===== src/rtl/bp_pkg.sv =====
// bp_pkg: shared types and constants for the branch resolve queue.
// Rev 1.0
`default_nettype none

package bp_pkg;

    localparam int BP_PC_W = 32;
    localparam int PC_INC  = 4;

    typedef struct packed {
        logic [BP_PC_W-1:0] pc;
        logic               pred_taken;
        logic [BP_PC_W-1:0] pred_target;
    } bp_entry_t;

endpackage

`default_nettype wire


===== src/rtl/bp_fifo.sv =====
// bp_fifo: circular prediction buffer with separate occupancy count and single-cycle flush.
// Rev 1.0
`default_nettype none

module bp_fifo
    import bp_pkg::*;
#(
    parameter int DEPTH = 4
) (
    input  logic                   clk,
    input  logic                   rst_n,
    input  logic                   push,
    input  logic                   pop,
    input  logic                   flush,
    input  bp_entry_t              push_data,
    output bp_entry_t              head,
    output logic                   head_valid,
    output logic                   full,
    output logic                   empty,
    output logic [$clog2(DEPTH):0] count
);

    localparam int PTR_W = $clog2(DEPTH);
    localparam int CNT_W = PTR_W + 1;

    bp_entry_t          mem [DEPTH];
    logic [DEPTH-1:0]   valid;
    logic [PTR_W-1:0]   wr_ptr;
    logic [PTR_W-1:0]   rd_ptr;
    logic               do_push;
    logic               do_pop;

    assign full       = (count == CNT_W'(DEPTH));
    assign empty      = (count == '0);
    assign head       = mem[rd_ptr];
    assign head_valid = valid[rd_ptr];

    // A pop frees the head slot, so a push into a full buffer is legal in the same cycle.
    assign do_pop  = pop & head_valid & ~flush;
    assign do_push = push & ~flush & (~full | do_pop);

    always_ff @(posedge clk or negedge rst_n) begin
        if (!rst_n) begin
            wr_ptr <= '0;
            rd_ptr <= '0;
            count  <= '0;
            valid  <= '0;
        end else if (flush) begin
            rd_ptr <= wr_ptr;
            count  <= '0;
            valid  <= '0;
        end else begin
            // Pop is applied before push so a full-queue push reuses the freed slot's valid bit.
            if (do_pop) begin
                rd_ptr        <= rd_ptr + PTR_W'(1);
                valid[rd_ptr] <= 1'b0;
            end
            if (do_push) begin
                wr_ptr        <= wr_ptr + PTR_W'(1);
                valid[wr_ptr] <= 1'b1;
            end
            if (do_push && !do_pop) begin
                count <= count + CNT_W'(1);
            end else if (do_pop && !do_push) begin
                count <= count - CNT_W'(1);
            end
        end
    end

    always_ff @(posedge clk) begin
        if (do_push) begin
            mem[wr_ptr] <= push_data;
        end
    end

endmodule

`default_nettype wire


===== src/rtl/branch_resolve_queue.sv =====
// branch_resolve_queue: tracks in-flight predictions and resolves the oldest against execute.
// Rev 1.0
`default_nettype none

module branch_resolve_queue
    import bp_pkg::*;
#(
    parameter int DEPTH = 4,
    parameter int PC_W  = BP_PC_W
) (
    input  logic                   i_clk,
    input  logic                   i_rst_n,
    input  logic                   i_push,
    input  logic [PC_W-1:0]        i_push_pc,
    input  logic                   i_push_pred_taken,
    input  logic [PC_W-1:0]        i_push_pred_target,
    input  logic                   i_resolve,
    input  logic                   i_is_branch,
    input  logic                   i_is_jump,
    input  logic                   i_cond_true,
    input  logic [PC_W-1:0]        i_calc_target,
    input  logic                   i_ext_flush,
    output logic                   o_full,
    output logic                   o_empty,
    output logic [$clog2(DEPTH):0] o_count,
    output logic                   o_valid_update,
    output logic                   o_actual_taken,
    output logic [PC_W-1:0]        o_actual_target,
    output logic                   o_taken_flush,
    output logic [PC_W-1:0]        o_redirect_pc,
    output logic                   o_err_sticky
);

    bp_entry_t       push_entry;
    bp_entry_t       head;
    logic            head_valid;
    logic            fifo_full;
    logic [PC_W-1:0] head_pc;
    logic [PC_W-1:0] head_pred_target;
    logic            resolve_ok;
    logic            actual_taken;
    logic            mispredict;
    logic [PC_W-1:0] redirect;
    logic            fifo_flush;
    logic            fifo_pop;
    logic            overflow;
    logic            underflow;

    assign push_entry.pc          = BP_PC_W'(i_push_pc);
    assign push_entry.pred_taken  = i_push_pred_taken;
    assign push_entry.pred_target = BP_PC_W'(i_push_pred_target);

    assign head_pc          = PC_W'(head.pc);
    assign head_pred_target = PC_W'(head.pred_target);

    // Neither branch nor jump is treated as a not-taken branch.
    assign resolve_ok   = i_resolve & head_valid & ~i_ext_flush;
    assign actual_taken = i_is_jump | (i_is_branch & i_cond_true);
    assign mispredict   = (head.pred_taken != actual_taken)
                        | (actual_taken & (head_pred_target != i_calc_target));
    assign redirect     = actual_taken ? i_calc_target : head_pc + PC_W'(PC_INC);

    // A mispredict discards every younger entry, including a same-cycle wrong-path push.
    assign fifo_flush = i_ext_flush | (resolve_ok & mispredict);
    assign fifo_pop   = resolve_ok & ~mispredict;
    assign overflow   = i_push & fifo_full & ~fifo_pop & ~fifo_flush;
    assign underflow  = i_resolve & ~head_valid & ~i_ext_flush;

    bp_fifo #(
        .DEPTH (DEPTH)
    ) u_fifo (
        .clk        (i_clk),
        .rst_n      (i_rst_n),
        .push       (i_push),
        .pop        (fifo_pop),
        .flush      (fifo_flush),
        .push_data  (push_entry),
        .head       (head),
        .head_valid (head_valid),
        .full       (fifo_full),
        .empty      (o_empty),
        .count      (o_count)
    );

    assign o_full = fifo_full;

    always_ff @(posedge i_clk or negedge i_rst_n) begin
        if (!i_rst_n) begin
            o_valid_update  <= 1'b0;
            o_actual_taken  <= 1'b0;
            o_actual_target <= '0;
            o_taken_flush   <= 1'b0;
            o_redirect_pc   <= '0;
            o_err_sticky    <= 1'b0;
        end else begin
            o_valid_update <= resolve_ok;
            o_actual_taken <= resolve_ok & actual_taken;
            o_taken_flush  <= resolve_ok & mispredict;
            if (resolve_ok) begin
                o_actual_target <= i_calc_target;
            end
            if (resolve_ok && mispredict) begin
                o_redirect_pc <= redirect;
            end
            if (overflow || underflow) begin
                o_err_sticky <= 1'b1;
            end
        end
    end

endmodule

`default_nettype wire


===== config.mk =====
export PLATFORM = sky130hd
export DESIGN_NAME = branch_resolve_queue
export DESIGN_NICKNAME = d
export VERILOG_FILES = /design/src/rtl/bp_pkg.sv /design/src/rtl/bp_fifo.sv /design/src/rtl/branch_resolve_queue.sv
export SDC_FILE = /design/constraint.sdc
export NUM_CORES = 1
export LEC_CHECK = 0
export CAP_MARGIN = 40
export CORE_MARGIN = 2
export CORE_UTILIZATION = 60
export CTS_CLUSTER_DIAMETER = 150
export DETAILED_ROUTE_END_ITERATION = 6
export PLACE_DENSITY = 0.9
export SLEW_MARGIN = 5
export SYNTH_ARGS = -nofsm -noshare
export SYNTH_HDL_FRONTEND = slang
export SYNTH_SLANG_ARGS = --single-unit

===== constraint.sdc =====
create_clock -name i_clk -period 10.4 [get_ports i_clk]
set_clock_uncertainty 0.15 [all_clocks]
set_input_delay 1.04 -clock i_clk [delete_from_list [all_inputs] [get_ports i_clk]]
set_output_delay 1.04 -clock i_clk [all_outputs]
set_load 0.01 [all_outputs]

## After elaboration in Yosys (flattened, before gate mapping)

Memory sizes are Yosys's and may differ from the RTL's.
Cells that the tools add are included.
W data, S select, Z words.

- Flip-flop bits (word level): 79
- Bits in writable memories: 260
- Bits of input ports: 105
- Output and inout port bits: 73
- Logic and storage cells: 82
- Memories kept: 1

- Add/sub/neg operators: 5
- Order comparisons: 4
- Equal/unequal tests: 3
- Muxes and demuxes: 18
- Bitwise logic cells: 29
- Reduce and logical (&&, ||, !) cells: 12

Memories:

| memory | depth | bits a word | read ports | clocked after memory_dff | write ports | RTL line | RTL |
|---|---|---|---|---|---|---|---|
| u_fifo.mem | 4 | 65 | 1 | 0 | 1 | bp_fifo.sv:26 | `bp_entry_t mem [DEPTH];` |

Operators by type and width:

| operator | number |
|---|---|
| $add A32 B3 Y32 const B | 1 |
| $mux W32 | 1 |
| $ne A32 B32 Y1 | 1 |
| $and A1 B1 Y1 | 16 |
| $mux W4 | 4 |
| $mux W3 | 3 |
| $lt A2 B3 Y1 const B | 2 |
| $not A1 Y1 | 6 |
| $logic_and A1 B1 Y1 | 5 |
| $mux W1 | 5 |
| $add A2 B1 Y2 const B | 2 |
| $and A4 B4 Y4 | 1 |
| $demux W1 S2 | 2 |
| $ge A2 B1 Y1 const B | 2 |
| $mux W2 | 2 |
| $not A4 Y4 | 1 |
| $or A1 B1 Y1 | 4 |
| $or A4 B4 Y4 | 1 |
| $add A3 B1 Y3 const B | 1 |
| $eq A3 B3 Y1 const B | 1 |
| $logic_not A3 Y1 | 1 |
| $reduce_bool A3 Y1 | 1 |
| $sub A3 B1 Y3 const B | 1 |
| $bmux W1 S2 | 1 |
| 5 further kinds | 6 |

## Depth between registers and ports, before layout

Gate-level depths: netlist of run 1.

- Depth in word-level cells: 15
- Depth in mapped cells: 13
- Mapped depth without buffers: 8

## Cells and area by module

Synthesis of run 1 repeated with hierarchy kept, for this count alone.

- Cell total of the unflattened synthesis: 846
- Area total of the unflattened synthesis: 14162.3 um2

By module, submodules not included:

| module | instances | cells each | area an instance (um2) | sequential area each (um2) |
|---|---|---|---|---|
| bp_fifo | 1 | 424 | 10201.0 | 8082.8 |
| branch_resolve_queue | 1 | 422 | 3961.3 | 1701.6 |

## Least setup slack after synthesis of run 1

No wires, ideal clock.

- Path type: register to register
- From: register u_fifo.rd_ptr[0]
- To: memory u_fifo.mem[0][0] in the netlist's numbering, enable pin
- Arrival: 3.642 ns
- Slack: 6.189 ns
- Stages on the path, launching flop included: 12
- Path buffers: 4
- Cells stage by stage: dfrtp_1 -> buf_6 -> buf_6 -> buf_6 -> mux4_2 -> xor2_1 -> nor4_1 -> nand4_1 -> nand2_1 -> buf_2 -> o211ai_1 -> inv_1

- Word-level cells in the longest chain between the ends: 12
- Elaborated cells on any way between the ends: 21
- Those cells by class: 2 x eq/ne; 4 x mux; 14 x bitwise; 1 x memory

Ends and longest elaborated chain:

| element | RTL line | RTL |
|---|---|---|
| from (decl) | bp_fifo.sv:29 | `logic [PTR_W-1:0] rd_ptr;` |
| from (signal assigned) | bp_fifo.sv:49 | `rd_ptr <= wr_ptr;` |
| from (signal assigned) | bp_fifo.sv:55 | `rd_ptr <= rd_ptr + PTR_W'(1);` |
| $mem_v2 Z4 W65 / $bmux W1 S2 (equally long branches) | n/a |  |
| $ne A32 B32 Y1 / $mux W1 (equally long branches) | branch_resolve_queue.sv:60, bp_fifo.sv:36 |  |
| $and A1 B1 Y1, on equally long branches | branch_resolve_queue.sv:60, branch_resolve_queue.sv:57 |  |
| $or A1 B1 Y1 / $and A1 B1 Y1 (equally long branches) | branch_resolve_queue.sv:60, branch_resolve_queue.sv:57 |  |
| $not A1 Y1 / $and A1 B1 Y1 (equally long branches) | branch_resolve_queue.sv:65, branch_resolve_queue.sv:64 |  |
| $and A1 B1 Y1 / $or A1 B1 Y1 (equally long branches) | branch_resolve_queue.sv:65, branch_resolve_queue.sv:64 |  |
| $and A1 B1 Y1 / $not A1 Y1 (equally long branches) | n/a |  |
| $and A1 B1 Y1 | bp_fifo.sv:39 | `assign do_pop = pop & head_valid & ~flush;` |
| $or A1 B1 Y1 | bp_fifo.sv:40 | `assign do_push = push & ~flush & (~full \| do_pop);` |
| $and A1 B1 Y1 * | bp_fifo.sv:40 |  |
| $mux W1 * | bp_fifo.sv:71 | `if (do_push) begin` |
| $mux W1 (implied by the code) * | bp_fifo.sv:72 | `mem[wr_ptr] <= push_data;` |
| to (decl) | bp_fifo.sv:26 |  |

Every way passes the cells marked *; elsewhere a longest branch is shown, timed or not. The select of a mux whose other input is x is not followed.

## Final worst setup path of run 1

- From: register u_fifo.rd_ptr[0]
- To: memory u_fifo.mem[0][42] in the netlist's numbering, enable pin

Same word-level chain as after synthesis.

==> run_results.csv, run 1 <==
group,metric,value,unit
status,status,"finished, final reports clean",
setup_path,crit_cells,10,
hold_path,min-delay-path-class,"in2async",
logic_synthesis,yosysWarnings,0,
cts,cts.sinks,339,
timing,hold_viol_final,0,
cts,root_buffer,"clkbuf_16",
cts,htreeDepth,2,
setup_path,crit_required,10380,ps
logic_synthesis,yosys.area_share.simple,0.0753,
global_route,antenna_found_initial,2,
floorplanning,core,22800,sq um
final_layout,syn_to_final_growth,22.5,%
logic_synthesis,synth_compound_area_frac,0.0433,
setup_path,r2r_end,"u_fifo.mem[0][42]",
logic_synthesis,synthAdderAreaFrac,0.00949,
global_route,groute.usage.overall,0.292,
logic_synthesis,synth_xor_xnor_area_share,0.0357,
setup_path,crit_family,"buffers and inverters",
setup_path,r2r_cells,10,
setup_path,cp_slowest_stage_delay,750,ps
drt,firstDrtPassIters,7,
floorplanning,die-area,24500,sq um
place,place_congestion,0.823,
cts,post_cts.repair.setup_buffers,0,
setup_path,startpoint,"u_fifo.rd_ptr[0]",
setup_path,path_class,"reg2reg",
drt,routedWlPerCell,25.2,um
setup_path,r2r_start,"u_fifo.rd_ptr[0]",
timing,finalMaxSlewViolations,0,
drt,wl,35500,um
drt,drc,0,
setup_path,crit_slowest_cell,"buf_4",
setup_path,rrSetupSlack,5090,ps
logic_synthesis,synth_top_family_by_area,"multiplexers",
setup_path,endpoint,"u_fifo.mem[0][42]",
cts,insertion_delay,520,ps
timing,max_slew.worst_pin.slew,859,ps
setup_path,cp_max_fo,46,
timing,rsz0062_at_grt,"no",
pwr,ir_worst_vdd,190,uV
logic_synthesis,synth_flop_cell,"edfxtp_1",
timing,fmax,188,MHz
drt,postRouteAntennaNets,0,
setup_path,cp.arrival,5290,ps
setup_path,crit_path_end_kind,"register",
timing,fin_tns_setup,0,ps
timing,finalCritPeriodShare,0.510,
global_route,grt_pass1_vias,8947,
cts,numCtsBuffers,34,
floorplanning,io_pins,178,
logic_synthesis,synth_edf_count,260,
floorplanning,die_w,157,um
logic_synthesis,syn_nets,1000,
logic_synthesis,synth_seq_cells,339,
setup_path,path_cells,"buf_4, mux4_2, xnor2_1, nand4_1, nor4_2, nand4_1, nand2_1, o211ai_1, inv_2, buf_4",
cts,cts_buffer_depth,3,
logic_synthesis,syn_area_per_cell,15.8,sq um
global_route,grt_pass1_wl,52400,um
final_layout,nets,1185,
global_route,grt_max_degree,69,
job,cap_viol_max_count,0,
logic_synthesis,syn-cell-area,14000,sq um
drt,via_per_inst,6.20,
logic_synthesis,async_flop_share,0.233,
pwr,leakagePower,6.22,nW
floorplanning,rows,55,
pwr,finalPower,4.42,mW
floorplanning,fp.dieH,157,um
cts,cts_resized,0,
final_layout,drive_gt1_frac,0.125,
cts,tritoncts,"yes",
logic_synthesis,synth_mux_area_frac,0.113,
cts,clkTransAtPathRegs,60,ps
place,numPortBuffers,177,
setup_path,critPathLaunchType,"register",
timing,setup_violations,0,
cts,hold_buffers,0,
timing,min_period,5310,ps
drt,vias,8733,
logic_synthesis,yosysSeqAreaShare,0.700,
logic_synthesis,synth.distinct_cells,54,
place,hpwl,22500,um
floorplanning,start_util,0.614,
global_route,grt_overflow_total,0,
setup_path,crit_buf_inv,3,
timing,max_slew_margin,0.428,
drt,drt_iter0_markers,1017,
logic_synthesis,synthCells,885,
pwr,power_per_cell_area,258,nW/um^2
==> placed cells by master, fill, tap and decap left out, types with 3 or more instances in the layout <==
cell,count
o31ai_1,8
a31o_2,4
nor2_1,42
nor3_1,6
clkinv_2,6
ha_1,9
edfxtp_1,260
a21o_1,4
nand3_1,6
clkbuf_16,35
clkbuf_8,3
o211ai_1,4
mux4_1,6
buf_4,12
nor4_1,4
and2_1,7
o21ai_0,30
inv_2,4
mux2i_1,16
or3_1,3
a21oi_1,22
clkdlybuf4s50_1,176
nand2_1,148
nand4_1,13
a211oi_1,4
xor2_1,21
and4_1,5
dfrtp_1,77
clkbuf_1,9
o22ai_1,3
mux4_2,55
bufinv_16,3
xnor2_1,36
inv_1,18
clkinv_1,3
==> cell usage after synthesis, types with 2 or more instances <==
library cell	number	area [sq um]
a211oi_1	4	30.0
a21o_1	4	30.0
a21oi_1	23	115
a221oi_1	2	17.5
a22o_1	2	17.5
a31o_2	4	35.0
and2_1	7	43.8
and4_1	5	43.8
buf_12	2	40.0
buf_2	11	55.1
buf_4	4	30.0
buf_6	4	45.0
clkbuf_1	18	67.6
dfrtp_1	79	1980
edfxtp_1	260	7810
ha_1	9	113
inv_1	22	82.6
mux2_2	2	22.5
mux2i_1	16	160
mux4_1	6	158
mux4_2	55	1240
nand2_1	148	556
nand2b_1	2	12.5
nand3_1	6	30.0
nand4_1	13	81.3
nor2_1	42	158
nor3_1	6	30.0
nor4_1	4	25.0
o211ai_1	4	30.0
o21ai_0	30	150
o22ai_1	3	18.8
o31ai_1	8	60.1
or2_2	2	12.5
or3_1	3	18.8
xnor2_1	36	315
xor2_1	21	184
==> logic make-up after synthesis <==
| logic type | after synthesis |
|---|---|
| flip-flops | 339 |
| AND/OR/NAND/NOR | 243 |
| AO/OA/AOI/OAI | 95 |
| multiplexers | 79 |
| buffers and inverters | 62 |
| XOR/XNOR | 57 |
| adder cells (fa/ha/maj) | 10 |
==> worst min-delay path by stage <==
stage / from / end / slack [ps] / depth (start not counted)
2_1_floorplan: o_actual_target[3] / o_actual_target[3] / 360 / 2
3_3_place_gp: o_actual_target[13] / o_actual_target[13] / 310 / 2
3_5_place_dp: o_actual_target[0] / o_actual_target[0] / 320 / 2
4_1_cts: i_rst_n / o_actual_target[1] / 280 / 1
5_1_grt: i_rst_n / o_actual_target[3] / 300 / 1
6_report: i_rst_n / o_actual_target[1] / 280 / 1
==> through the flow <==
stage / setup slack (ps) / std cells / utilization / area [sq um] / hold WS (ps)
after floorplan: 6190 / 885 / - / 14000 / 363
after global routing: 4770 / 1409 / 0.752 / 17100 / 304
final: 5090 / 1409 / 0.752 / 17100 / 278
after global placement: 5270 / 1346 / 0.702 / 16000 / 307
after detailed placement: 5140 / 1347 / 0.703 / 16000 / 317
after CTS: 5020 / 1408 / 0.752 / 17100 / 282
==> registers in the layout (all words and copies together), names as in the netlist <==
signal / cells
u_fifo.rd_ptr: 2
o_actual_taken: 1
o_valid_update: 1
u_fifo.wr_ptr: 2
u_fifo.count: 3
o_err_sticky: 1
o_redirect_pc: 32
o_actual_target: 32
u_fifo.mem: 260
u_fifo.valid: 4
o_taken_flush: 1
==> metal layers <==
layer	track usage	part of all wire
met1	0.375	0.36
met2	0.502	0.51
met3	0.0482	0.089
met4	0.122	0.041
met5	0	0
==> power breakdown <==
part,internal [mW],switching [mW]
Combinational,0.659,0.674
Sequential,1.71,0.163
Clock,0.716,0.496
==> area by class of cell <==
type	count	area, sq um
clock inverter	14	148
clock buffer	47	951
sequential	339	9790
timing repair buffer	189	1880
fill	1289	5650
antenna	1	2.50
inverter	22	82.6
multi-input combinational	484	3880
tap	313	392
No activity file was read; power rests on OpenSTA's default activity.
==> inputs of run 2 (changes only) <==
--- a/config.mk
+++ b/config.mk
@@ -7,10 +7,10 @@
 export LEC_CHECK = 0
 export CAP_MARGIN = 40
 export CORE_MARGIN = 2
-export CORE_UTILIZATION = 60
+export CORE_UTILIZATION = 55
 export CTS_CLUSTER_DIAMETER = 150
 export DETAILED_ROUTE_END_ITERATION = 6
-export PLACE_DENSITY = 0.9
+export PLACE_DENSITY = 0.83
 export SLEW_MARGIN = 5
 export SYNTH_ARGS = -nofsm -noshare
 export SYNTH_HDL_FRONTEND = slang
==> constraint.sdc (replaced) <==
create_clock -name i_clk -period 5.4 [get_ports i_clk]
set_clock_uncertainty 0.15 [all_clocks]
set_input_delay 0.54 -clock i_clk [delete_from_list [all_inputs] [get_ports i_clk]]
set_output_delay 0.54 -clock i_clk [all_outputs]
set_load 0.01 [all_outputs]
==> run 2 against run 1 <==
Die area rose by 8.9%. Largest power group unchanged. Utilization fell by 6.1 points. Critical endpoint is now u_fifo.mem[1][38]. Largest cell class unchanged. Via count fell by 1.8%. Global-route usage fell by 2.9 points. Sequential power rose by 90%. First-iteration DRC count fell by 4.4%. Sequential share of layout area fell by 0.58 points. Sequential cell count did not move.
==> run_results.csv, run 2 (synthesis results as in run 1) <==
group,metric,value,unit
drt,firstDrtPassIters,7,
drt,wl,34500,um
setup_path,r2r_end,"u_fifo.mem[1][38]",
timing,fin_tns_setup,0,ps
pwr,ir_worst_vdd,285,uV
final_layout,final_common_cell,"edfxtp_1",
place,place_congestion,0.824,
setup_path,crit_buf_inv,4,
final_layout,finalInstanceArea,17300,sq um
setup_path,path_class,"reg2reg",
final_layout,nets,1195,
setup_path,cp_slowest_stage_delay,710,ps
final_layout,diodes,0,
floorplanning,rows,58,
final_layout,largest-register,"u_fifo.mem",
cts,cts_buffer_depth,3,
floorplanning,die_w,163,um
pwr,power_frac_seq,0.420,
final_layout,drive_gt1_frac,0.131,
setup_path,rrSetupSlack,740,ps
setup_path,crit_slowest_cell,"dfrtp_4",
setup_path,crit_family,"buffers and inverters",
timing,max_slew.worst_pin.slew,720,ps
drt,via_per_inst,5.98,
final_layout,layout_common_cells,"edfxtp_1 (260), clkdlybuf4s50_1 (176), nand2_1 (148)",
timing,hold_viol_final,0,
cts,root_buffer,"clkbuf_16",
final_layout,syn_to_final_growth,23.8,%
place,dpl_cell_area,16200,sq um
cts,cts.sinks,339,
cts,clkTransAtPathRegs,60,ps
setup_path,crit_top_cell,"nand2_1",
global_route,grt_max_degree,63,
pwr,power.share.clock,0.273,
pwr,internal_power,5.98,mW
cts,tritoncts,"yes",
pwr,p_comb_frac,0.307,
drt,vias,8580,
setup_path,critPathLaunchType,"register",
place,numPortBuffers,177,
global_route,groute.usage.overall,0.264,
setup_path,cp.arrival,4710,ps
global_route,antenna_found_initial,0,
timing,min_period,4660,ps
floorplanning,start_util,0.558,
final_layout,multi_input_area,3870,sq um
setup_path,path_cells,"buf_16, buf_4, mux4_2, xnor2_1, nand2_1, nor4_1, nand4_1, nand2_1, o211ai_1, inv_2, buf_12",
job,cap_viol_max_count,0,
setup_path,r2r_cells,11,
timing,rsz0062_at_grt,"no",
global_route,grt_pass1_wl,51200,um
setup_path,crit_required,5440,ps
final_layout,reg_top3,"u_fifo.mem x260, o_actual_target x32, o_redirect_pc x32",
cts,htreeDepth,2,
floorplanning,io_pins,178,
timing,finalCritPeriodShare,0.863,
floorplanning,die-area,26700,sq um
setup_path,crit_path_end_kind,"register",
timing,fin_ws,738,ps
timing,setup_violations,0,
status,status,"finished, final reports clean",
pwr,p_sw_frac,0.296,
setup_path,r2r_start,"u_fifo.rd_ptr[0]",
place,place_ws,834,ps
pwr,power_per_cell_area,491,nW/um^2
pwr,p_sw,2.51,mW
global_route,grt_pass1_vias,8571,
final_layout,final_util,0.691,
cts,cts_resized,0,
timing,fmax,214,MHz
place,hpwl,22900,um
global_route,grt_overflow_total,0,
drt,routedWlPerCell,24.0,um
cts,insertion_delay,520,ps
final_layout,n_fill_cell,1600,
final_layout,largest_register_ffs,260,
drt,drc,0,
setup_path,cp_max_fo,35,
timing,max_slew_margin,0.519,
floorplanning,core,25000,sq um
pwr,finalPower,8.49,mW
drt,drt_iter0_markers,972,
hold_path,min-delay-path-class,"in2async",
cts,numCtsBuffers,35,
final_layout,regArea,9790,sq um
floorplanning,fp.dieH,163,um
drt,postRouteAntennaNets,0,
timing,finalMaxSlewViolations,0,
pwr,leakagePower,6.29,nW
==> run 2: cell types whose count changed in the layout (fill, tap and decap cells not counted), moves of 2 or more <==
cell,previous run,this run
clkinv_2,6,4
clkbuf_16,35,38
buf_12,0,5
buf_4,12,14
bufinv_16,3,1
==> run 2: area by class of cell <==
type,count,share of cell area
clock buffer,50,0.0593
clock inverter,11,0.00485
inverter,22,0.00477
multi-input combinational,484,0.224
sequential,339,0.566
tap,330,0.0239
timing repair buffer,198,0.117
==> run 2: worst max-delay path by stage <==
| stage | startpoint | to | slack, ps | cells past startpoint |
|---|---|---|---|---|
| 2_1_floorplan | u_fifo.rd_ptr[0] | u_fifo.mem[0][0] | 1190 | 11 |
| 3_3_place_gp | u_fifo.rd_ptr[0] | u_fifo.mem[0][56] | 850 | 9 |
| 3_5_place_dp | u_fifo.rd_ptr[0] | u_fifo.mem[0][56] | 830 | 11 |
| 4_1_cts | u_fifo.rd_ptr[0] | u_fifo.mem[0][20] | 720 | 11 |
| 5_1_grt | u_fifo.rd_ptr[0] | u_fifo.mem[0][20] | 390 | 11 |
| 6_report | u_fifo.rd_ptr[0] | u_fifo.mem[1][38] | 740 | 11 |
==> run 2: routing by layer <==
| metal | track usage | wire length (um) |
|---|---|---|
| met1 | 0.344 | 13000 |
| met2 | 0.427 | 16900 |
| met3 | 0.0556 | 3070 |
| met4 | 0.127 | 1560 |
| met5 | 0 | 0 |
==> run 2: power by group through the flow <==
| stage | sequential (mW) | clock (mW) | combinational [mW] |
|---|---|---|---|
| 6_report | 3.56 | 2.32 | 2.61 |
| 3_5_place_dp | 3.61 | 0 | 2.58 |
| 3_3_place_gp | 3.65 | 0 | 2.42 |
| 2_1_floorplan | 3.61 | 0 | 1.56 |
| 5_1_grt | 3.61 | 2.44 | 2.80 |
| 4_1_cts | 3.57 | 2.34 | 2.62 |
==> run 2: metrics by stage <==
step,cells,hold slack (ps)
finish,1434,317
global route,1434,339
CTS,1434,323
detailed placement,1372,305
global placement,1370,307
floorplan,885,94.4
==> run 2: worst reg2reg max path: cells and delay by family, from the launching register on <==
kind | cells | cell delay, ps
buffers and inverters | 4 | 1560
AND/OR/NAND/NOR | 4 | 940
flip-flops | 1 | 710
multiplexers | 1 | 570
AO/OA/AOI/OAI | 1 | 200
XOR/XNOR | 1 | 180
==> run 2: what timing repair did <==
item | CTS | global route
hold buffers | 1 | 0
endpoints found under the hold margin | 20 | 0
setup buffers | 0 | 0
==> inputs of run 3 (changes only) <==
--- a/config.mk
+++ b/config.mk
@@ -8,7 +8,7 @@
 export CAP_MARGIN = 40
 export CORE_MARGIN = 2
 export CORE_UTILIZATION = 55
-export CTS_CLUSTER_DIAMETER = 150
+export CTS_CLUSTER_DIAMETER = 40
 export DETAILED_ROUTE_END_ITERATION = 6
 export PLACE_DENSITY = 0.83
 export SLEW_MARGIN = 5
==> run 3 against run 2 <==
Routed wire length decreased by 0.98%. Via count fell by 0.83%. Global-route usage decreased by 0.22 points. Largest power group unchanged. Highest routed layer unchanged.
==> run_results.csv, run 3 (synthesis results as in run 1) <==
group,metric,value,unit
place,dpl_cell_area,16200,sq um
floorplanning,fp.dieH,163,um
pwr,power_per_cell_area,500,nW/um^2
place,placed_cells,1372,
hold_path,min-delay-path-class,"in2async",
pwr,ir_worst_vdd,277,uV
drt,postRouteAntennaNets,0,
timing,min_period,4550,ps
setup_path,cp.arrival,4620,ps
drt,vias,8509,
drt,drt_iter0_markers,938,
setup_path,cp_max_fo,35,
floorplanning,die_w,163,um
timing,fin_tns_setup,0,ps
global_route,grt_pass1_wl,51100,um
setup_path,r2r_cells,11,
setup_path,rrSetupSlack,850,ps
final_layout,diodes,0,
final_layout,n_fill_cell,1567,
pwr,finalPower,8.72,mW
final_layout,syn_to_final_growth,24.9,%
cts,cts_resized,0,
timing,finalCritPeriodShare,0.843,
setup_path,crit_required,5470,ps
final_layout,multi_input_area,3870,sq um
cts,root_buffer,"clkbuf_16",
final_layout,finalInstanceArea,17500,sq um
drt,routedWlPerCell,23.6,um
final_layout,largest_register_ffs,260,
final_layout,stdcell_count,1444,
cts,numCtsBuffers,39,
floorplanning,start_util,0.558,
cts,htreeDepth,2,
drt,wl,34100,um
timing,rsz0062_at_grt,"no",
final_layout,largest-register,"u_fifo.mem",
timing,fin_ws,850,ps
status,status,"finished, final reports clean",
setup_path,critPathLaunchType,"register",
timing,hold_viol_final,0,
setup_path,r2r_end,"u_fifo.mem[0][56]",
drt,via_per_inst,5.89,
global_route,antenna_found_initial,0,
place,place_ws,834,ps
floorplanning,io_pins,178,
final_layout,layout_common_cells,"edfxtp_1 (260), clkdlybuf4s50_1 (176), nand2_1 (148)",
cts,post_cts.repair.setup_buffers,0,
floorplanning,core,25000,sq um
global_route,grt_overflow_total,0,
cts,tritoncts,"yes",
timing,max_slew_margin,0.535,
final_layout,nets,1199,
pwr,leakagePower,6.36,nW
final_layout,final_common_cell,"edfxtp_1",
drt,drc,0,
place,place_congestion,0.824,
cts,insertion_delay,530,ps
timing,finalMaxSlewViolations,0,
setup_path,crit_slowest_cell,"dfrtp_4",
timing,setup_violations,0,
setup_path,cp_slowest_stage_delay,710,ps
timing,max_slew.worst_pin.slew,696,ps
setup_path,path_class,"reg2reg",
global_route,grt_max_degree,63,
drt,firstDrtPassIters,5,
final_layout,regArea,9790,sq um
job,cap_viol_max_count,0,
setup_path,r2r_start,"u_fifo.rd_ptr[0]",
setup_path,path_cells,"buf_16, buf_4, mux4_2, xnor2_1, nand2_1, nor4_1, nand4_1, nand2_1, o211ai_1, inv_2, buf_4",
floorplanning,die-area,26700,sq um
cts,cts.sinks,339,
global_route,groute.usage.overall,0.262,
final_layout,drive_gt1_frac,0.138,
place,numPortBuffers,177,
final_layout,reg_top3,"u_fifo.mem x260, o_actual_target x32, o_redirect_pc x32",
cts,hold_buffers,1,
setup_path,crit_path_end_kind,"register",
place,hpwl,22900,um
timing,fmax,220,MHz
cts,clkTransAtPathRegs,60,ps
cts,cts_buffer_depth,3,
floorplanning,rows,58,
global_route,grt_pass1_vias,8675,
run 3: cell types whose count changed in the layout (fill, tap and decap cells not counted), moves of 2 or more:
cell,change
bufinv_16,+2
clkbuf_16,+2
clkinv_1,+3
clkbuf_1,-2
clkbuf_8,-2
inv_6,+3
clkinvlp_4,+2
run 3: how the worst max path moves through the flow:
stage,cells after the start,slack [ps],endpoint,start
2_1_floorplan,11,1190,u_fifo.mem[0][0],u_fifo.rd_ptr[0]
3_3_place_gp,9,850,u_fifo.mem[0][56],u_fifo.rd_ptr[0]
3_5_place_dp,11,830,u_fifo.mem[0][56],u_fifo.rd_ptr[0]
4_1_cts,11,800,u_fifo.mem[0][58],u_fifo.rd_ptr[0]
5_1_grt,11,480,u_fifo.mem[0][58],u_fifo.rd_ptr[0]
6_report,11,850,u_fifo.mem[0][56],u_fifo.rd_ptr[0]
run 3: area by class of cell:
class                           instances  share of cell area
Multi-Input combinational cell        484               0.222
Inverter                               22             0.00473
Clock buffer                           48              0.0596
Clock inverter                         23              0.0130
Sequential cell                       339               0.561
Timing Repair Buffer                  198               0.116
Tap cell                              330              0.0237
run 3: per-stage QoR:
step | hold slack [ps] | utilization
floorplan | 94.4 | -
global placement | 307 | 0.644
detailed placement | 305 | 0.646
CTS | 311 | 0.697
global route | 337 | 0.697
finish | 318 | 0.697
run 3: power by group:
group          switching [mW]  leakage, nW  internal [mW]
Combinational            1.28         2.37           1.32
Sequential              0.273         3.38           3.29
Clock                    1.03        0.611           1.53
Total                    2.58         6.36           6.14
run 3: worst max-delay path: cells and delay by family, from the launching register on:
kind | cells | cell delay [ps]
buf+inv | 4 | 1510
simple gates | 4 | 900
flops | 1 | 710
mux | 1 | 560
xor+xnor | 1 | 190
compound gates | 1 | 180
run 3: metal layers:
metal / track usage / up-vias / share of wire
li1: - / 3726 / -
met5: 0 / - / 0
met3: 0.0536 / 67 / 0.083
met4: 0.0957 / 0 / 0.031
met2: 0.440 / 439 / 0.50
met1: 0.341 / 4277 / 0.39
